<file path="src/rtl/fpu_wb_stage.sv">
// FP writeback stage: merges ALU, FLW-load and long-latency results into the single
// FP regfile write port through an in-order completion queue, and accrues sticky fflags.
module fpu_wb_stage #(
  parameter int DEPTH = 4,
  parameter int CNT_W = 3
) (
  input  logic             clk,
  input  logic             rst,
  input  logic             lat_valid,
  input  logic [4:0]       lat_rd,
  input  logic [31:0]      lat_data,
  input  logic [4:0]       lat_fflags,
  input  logic             ld_valid,
  input  logic [4:0]       ld_rd,
  input  logic [31:0]      ld_data,
  input  logic             alu_valid,
  input  logic             alu_wb_en,
  input  logic [4:0]       alu_rd,
  input  logic [31:0]      alu_data,
  input  logic [4:0]       alu_fflags,
  input  logic             fflags_clr,
  output logic             reg_write_f_en,
  output logic [4:0]       rd_temp_f_wb,
  output logic [31:0]      wb_data_f,
  output logic [4:0]       fflags,
  output logic             wb_ready,
  output logic [CNT_W-1:0] pending_cnt,
  output logic             overflow_err
);

  localparam int PTR_W = (DEPTH > 1) ? $clog2(DEPTH) : 1;

  typedef struct packed {
    logic [4:0]  rd;
    logic [31:0] data;
    logic [4:0]  flags;
  } entry_t;

  entry_t             mem_q [DEPTH];
  entry_t             mem_d [DEPTH];
  logic [PTR_W-1:0]   rd_ptr_q, rd_ptr_d, wr_ptr_q, wr_ptr_d;
  logic [CNT_W-1:0]   count_q, count_d;
  logic               wr_en_q, wr_en_d;
  logic [4:0]         wr_rd_q, wr_rd_d;
  logic [31:0]        wr_data_q, wr_data_d;
  logic [4:0]         fflags_q, fflags_d;
  logic               ovf_q, ovf_d;

  entry_t             src [3];
  logic [2:0]         src_v;
  entry_t             acc [3];
  logic [1:0]         n_acc;
  logic               pop;
  entry_t             wr_ent;
  int                 k0, n_push, n_free;

  always_comb begin
    src[0] = '{rd: lat_rd, data: lat_data, flags: lat_fflags};
    src[1] = '{rd: ld_rd,  data: ld_data,  flags: 5'd0};
    src[2] = '{rd: alu_rd, data: alu_data, flags: alu_fflags};
    src_v  = {alu_valid & alu_wb_en, ld_valid, lat_valid};

    // Compact accepted entries into age order: lat, ld, alu.
    acc[0] = '0;
    acc[1] = '0;
    acc[2] = '0;
    n_acc  = 2'd0;
    for (int i = 0; i < 3; i++) begin
      if (src_v[i]) begin
        acc[n_acc] = src[i];
        n_acc      = n_acc + 2'd1;
      end
    end

    pop       = (count_q != '0);
    wr_en_d   = 1'b0;
    wr_ent    = '0;
    k0        = 0;
    if (pop) begin
      wr_en_d = 1'b1;
      wr_ent  = mem_q[rd_ptr_q];
    end else if (n_acc != 2'd0) begin
      wr_en_d = 1'b1;
      wr_ent  = acc[0];
      k0      = 1;
    end

    wr_rd_d   = wr_en_d ? wr_ent.rd   : wr_rd_q;
    wr_data_d = wr_en_d ? wr_ent.data : wr_data_q;

    // A slot freed by this edge's pop is reusable in the same edge.
    n_free = DEPTH - int'(count_q) + (pop ? 1 : 0);
    n_push = 0;
    mem_d  = mem_q;
    ovf_d  = ovf_q;
    for (int k = 0; k < 3; k++) begin
      if (k >= k0 && k < int'(n_acc)) begin
        if (n_push < n_free) begin
          mem_d[PTR_W'((int'(wr_ptr_q) + n_push) % DEPTH)] = acc[k];
          n_push = n_push + 1;
        end else begin
          ovf_d = 1'b1;
        end
      end
    end

    count_d  = CNT_W'(int'(count_q) + n_push - (pop ? 1 : 0));
    wr_ptr_d = PTR_W'((int'(wr_ptr_q) + n_push) % DEPTH);
    rd_ptr_d = pop ? PTR_W'((int'(rd_ptr_q) + 1) % DEPTH) : rd_ptr_q;

    fflags_d = fflags_clr ? 5'd0 : fflags_q;
    if (wr_en_d) fflags_d = fflags_d | wr_ent.flags;
  end

  always_ff @(posedge clk or posedge rst) begin
    if (rst) begin
      for (int i = 0; i < DEPTH; i++) mem_q[i] <= '0;
      rd_ptr_q  <= '0;
      wr_ptr_q  <= '0;
      count_q   <= '0;
      wr_en_q   <= 1'b0;
      wr_rd_q   <= '0;
      wr_data_q <= '0;
      fflags_q  <= '0;
      ovf_q     <= 1'b0;
    end else begin
      for (int i = 0; i < DEPTH; i++) mem_q[i] <= mem_d[i];
      rd_ptr_q  <= rd_ptr_d;
      wr_ptr_q  <= wr_ptr_d;
      count_q   <= count_d;
      wr_en_q   <= wr_en_d;
      wr_rd_q   <= wr_rd_d;
      wr_data_q <= wr_data_d;
      fflags_q  <= fflags_d;
      ovf_q     <= ovf_d;
    end
  end

  assign reg_write_f_en = wr_en_q;
  assign rd_temp_f_wb   = wr_rd_q;
  assign wb_data_f      = wr_data_q;
  assign fflags         = fflags_q;
  assign pending_cnt    = count_q;
  assign overflow_err   = ovf_q;
  assign wb_ready       = (DEPTH - int'(count_q)) >= 3;

endmodule

</file>
<file path="config.mk">
export PLATFORM = sky130hd
export DESIGN_NAME = fpu_wb_stage
export DESIGN_NICKNAME = d
export VERILOG_FILES = /design/src/rtl/fpu_wb_stage.sv
export SDC_FILE = /design/constraint.sdc
export NUM_CORES = 1
export LEC_CHECK = 0
export BUFFER_PORTS_ARGS = -buffer_cell sky130_fd_sc_hd__buf_4
export CAP_MARGIN = 25
export CORE_ASPECT_RATIO = 1.5
export CORE_UTILIZATION = 55
export DETAILED_ROUTE_END_ITERATION = 12
export PLACE_DENSITY_LB_ADDON = 0.3
export SETUP_SLACK_MARGIN = 0.5
export SLEW_MARGIN = 15
export SYNTH_ARGS = -nofsm -noshare
export SYNTH_HDL_FRONTEND = slang
export SYNTH_SLANG_ARGS = --single-unit
</file>
<file path="constraint.sdc">
create_clock -name clk -period 9.64 [get_ports clk]
set_input_delay 1.446 -clock clk [delete_from_list [all_inputs] [get_ports clk]]
set_output_delay 1.446 -clock clk [all_outputs]
set_load 0.02 [all_outputs]
</file>
==> metrics.md <==
| Metric | Value |
|---|---|
| Status | `finished, final reports clean` |
| Hold Crit Class | `flop to flop` |
| Gpl congestion | `0.922` |
| Reg clk slew, reported paths | `0.06 ns` |
| Clock Path Buffers | `3` |
| CP startpoint kind | `primary input` |
| Top cells by area, synth | `dfrtp_1, mux2i_1, mux4_2` |
| Fin. max-slew vios | `0` |
| Post-route cell area | `14100 sq um` |
| Layout cells sized above 1 | `23.5%` |
| Seq cells post-synth | `219` |
| Fmax | `154 MHz` |
| Mean post-synth cell area | `9.96 sq um` |
| Cell Area, Placed | `13200 sq um` |
| Relative max-transition margin | `31.4%` |
| RSZ-0062 raised after global routing | `false` |
| Post-Synthesis Cells | `1215` |
| HPWL Detailed | `20.1 mm` |
| Int Pwr | `2.78 mW` |
| Port bufs | `175` |
| Ant diodes | `0` |
| Vias in the first global route | `9909` |
| Via density | `6.40` |
| Gate power share | `47.7%` |
| Peak VDD IR | `0.000197 V` |
| Sw Ratio | `38.9%` |
| Starting Density | `55.9%` |
| Largest net degree at the start of global routing | `136` |
| Area Growth Syn to Fin | `16.5%` |
| WL/cell | `21.7 um` |
| Setup TNS | `0 ns` |
| Sequential share of power | `31.6%` |
| Kind of end point of the critical path | `flop` |
| Aggregate global routing overflow | `0` |
| NetSw | `1.77 mW` |
| Cell Area, Synth | `12100 sq um` |
| Hold buffer count at CTS | `0` |
| Boundary pin count | `176` |
| Maxcap violations | `0` |
| Required time of the critical path | `10.04 ns` |
| Register area share after synthesis | `45.3%` |
| Synth area leader | `dfrtp_1` |
| Worst Tran Pin Value | `1.03 ns` |
| Tcrit/Tclk final | `67.4%` |
| Leak | `6.47 nW` |
| Post-CTS Setup Bufs | `0` |
| First-pass GRT wire length | `52.4 mm` |
| CTS tree | `done` |
| Crit Path Max Fanout | `47` |
| Register area | `5490 sq um` |
| CTS resizes | `0` |
| Endpoints failing setup | `0` |
| Ys async rst share | `100%` |
| Antenna violations before repair | `0` |
| Clk_skew | `0.00931 ns` |
| Root buffer cell | `clkbuf_16` |
| Multi-input logic area | `5890 sq um` |
| Total GRT Usage | `30.0%` |
| Fillers | `1733` |
| Die Y | `184 um` |
| Synth top area share | `45.3%` |
| Main synth FF type | `dfrtp_1` |
| EDFF count, synth | `0` |
| Power Density | `322 nW/um^2` |
| Routed WL | `33.2 mm` |
| Total power draw | `4.54 mW` |
| Antenna viol nets, final | `0` |
| Data arrival time of the critical path | `6.90 ns` |
| Yosys warns | `0` |
| Distinct cell type count after synthesis | `58` |
| Clock group share of total power | `20.7%` |
| Drt drc | `0` |
| H-tree levels | `1` |
| Crit Path Class | `primary input to flop` |
| Clock Sinks | `219` |
| Num CTS Buffers | `22` |
| Core area | `21600 sq um` |
| Clk_lat worst skew | `0.50 ns` |
| Die Footprint | `22600 sq um` |
| Total Nets Final | `1389` |
| Synth Net Count | `1360` |
| Initial DRC count | `842` |
| Final Hold Viols | `0` |
| Vias post-DR | `9792` |
| First-pass iteration count of the detailed router | `8` |
| FP Rows | `66` |
| Die W | `123 um` |
| Min Tclk post-route | `6.50 ns` |
-- power by group through the flow --
stage / registers, mW / logic [mW] / clock network [mW]
2_1_floorplan: 1.40 / 1.56 / 0
3_3_place_gp: 1.44 / 2.06 / 0
3_5_place_dp: 1.45 / 2.13 / 0
4_1_cts: 1.44 / 2.14 / 0.949
5_1_grt: 1.47 / 2.37 / 0.984
6_report: 1.44 / 2.17 / 0.939
-- cells in the mapped netlist, types with 2 or more instances --
master and n:
xor2_1 5, a21oi_1 5, o21ai_0 124, a22oi_1 41
and4b_1 2, nand2_1 203, a22o_1 5, and2_1 2
nand4_1 2, dfrtp_1 219, nor2_1 6, buf_2 12
nand3b_1 2, o2bb2ai_1 2, nand3_1 3, buf_1 7
nor3_1 76, mux2i_1 117, mux4_2 42, o22ai_1 6
a211o_1 4, a311oi_1 2, nor2b_1 4, nand4bb_1 2
mux2_4 3, ha_1 16, nand2b_1 3, xnor2_1 8
and3_1 4, a221oi_1 74, mux2_2 2, inv_1 22
clkbuf_1 165
-- worst max-delay path, cell delays in order --
cell,delay [ns]
buf_4,0.48
inv_1,0.21
ha_1,0.42
a211o_1,0.26
and2_2,0.33
and4_1,0.30
a21oi_1,0.17
ha_1,0.28
a21oi_1,0.31
inv_1,0.12
ha_1,0.20
xor2_1,0.16
a311oi_1,0.31
o21bai_1,0.17
a211oi_4,0.57
buf_8,0.25
buf_4,0.33
o2bb2a_1,0.33
o22ai_1,0.24
-- worst paths after layout --
| check | slack, ns | startpoint | depth (start not counted) | end |
|---|---|---|---|---|
| worst max-delay path | 3.14 | lat_valid | 19 | mem_q[128]$_DFF_PP0_ |
| worst min-delay path | 0.37 | mem_q[72]$_DFF_PP0_ | 0 | mem_q[72]$_DFF_PP0_ |
| worst max register to register | 3.17 | pending_cnt[0]$_DFF_PP0_ | 22 | pending_cnt[2]$_DFF_PP0_ |
| worst min register to register | 0.37 | mem_q[72]$_DFF_PP0_ | 0 | mem_q[72]$_DFF_PP0_ |
| max in group asynchronous | 7.08 | rst | 4 | mem_q[39]$_DFF_PP0_ |
| min in group asynchronous | 1.14 | rst | 2 | wb_data_f[12]$_DFFE_PP0N_ |
-- per-stage QoR --
step           setup WS (ns)  std cells  hold slack (ns)  util (%)
3_5_place_dp            2.48       1487            0.362      61.0
2_1_floorplan           2.20       1215            0.424         -
4_1_cts                 2.95       1526            0.375      64.7
3_3_place_gp            2.72       1487            0.360      61.0
5_1_grt                 2.55       1531            0.379      65.2
6_report                3.14       1531            0.371      65.2
-- cells by family after synthesis --
kind of cell	after synthesis	share of synthesized area [%]
AOI/OAI and AO/OA	276	15.4
buffers and inverters	207	6.61
muxes	164	18.1
and+or+nand+nor	318	11.7
DFF	219	45.3
xor gates and xnor gates	14	1.08
adders and majority gates	17	1.82
-- layout make-up --
type | count | area share (%)
clock inverter | 9 | 1.07
timing repair buffer | 190 | 10.6
multi-input combinational | 789 | 41.8
tap | 272 | 2.41
inverter | 22 | 0.639
sequential | 219 | 38.9
clock buffer | 30 | 4.55
-- layout by cell type, fill, tap and decap left out, drive strengths merged, types with 2 or more instances in the layout --
| cell | Yosys | final |
|---|---|---|
| nor2b | 4 | 4 |
| a221oi | 74 | 74 |
| nand4bb | 2 | 2 |
| nand2b | 3 | 3 |
| ha | 16 | 16 |
| nor3 | 76 | 76 |
| mux2 | 5 | 5 |
| bufinv | 0 | 4 |
| a22oi | 41 | 41 |
| and4b | 2 | 2 |
| a21oi | 5 | 5 |
| o21ai | 124 | 124 |
| nor2 | 6 | 6 |
| dfrtp | 219 | 219 |
| a211o | 4 | 4 |
| nand2 | 203 | 203 |
| nand3 | 3 | 3 |
| o22ai | 6 | 6 |
| mux4 | 42 | 42 |
| and3 | 4 | 4 |
| o2bb2ai | 2 | 2 |
| nand4 | 2 | 2 |
| inv | 22 | 22 |
| mux2i | 117 | 117 |
| xnor2 | 8 | 8 |
| and2 | 2 | 2 |
| buf | 20 | 190 |
| nand3b | 2 | 2 |
| clkbuf | 165 | 30 |
| a22o | 5 | 5 |
| a211oi | 2 | 2 |
| xor2 | 6 | 6 |
| a311oi | 2 | 2 |
| clkinv | 0 | 4 |
-- sequential cells by signal, summed over array words and instances (netlist names) --
register / flops
rd_ptr_q: 2
mem_q: 168
rd_temp_f_wb: 5
fflags: 5
overflow_err: 1
pending_cnt: 3
wb_data_f: 32
wr_ptr_q: 2
reg_write_f_en: 1
-- layer usage --
metal | global-route usage (%) | part of all wire [%] | up-vias
li1 | - | - | 4432
met1 | 39.1 | 40 | 4819
met2 | 49.4 | 50 | 449
met3 | 3.82 | 6.6 | 92
met4 | 14.6 | 3.8 | 0
met5 | 0 | 0 | -
Power figures use the tool's default switching activity.
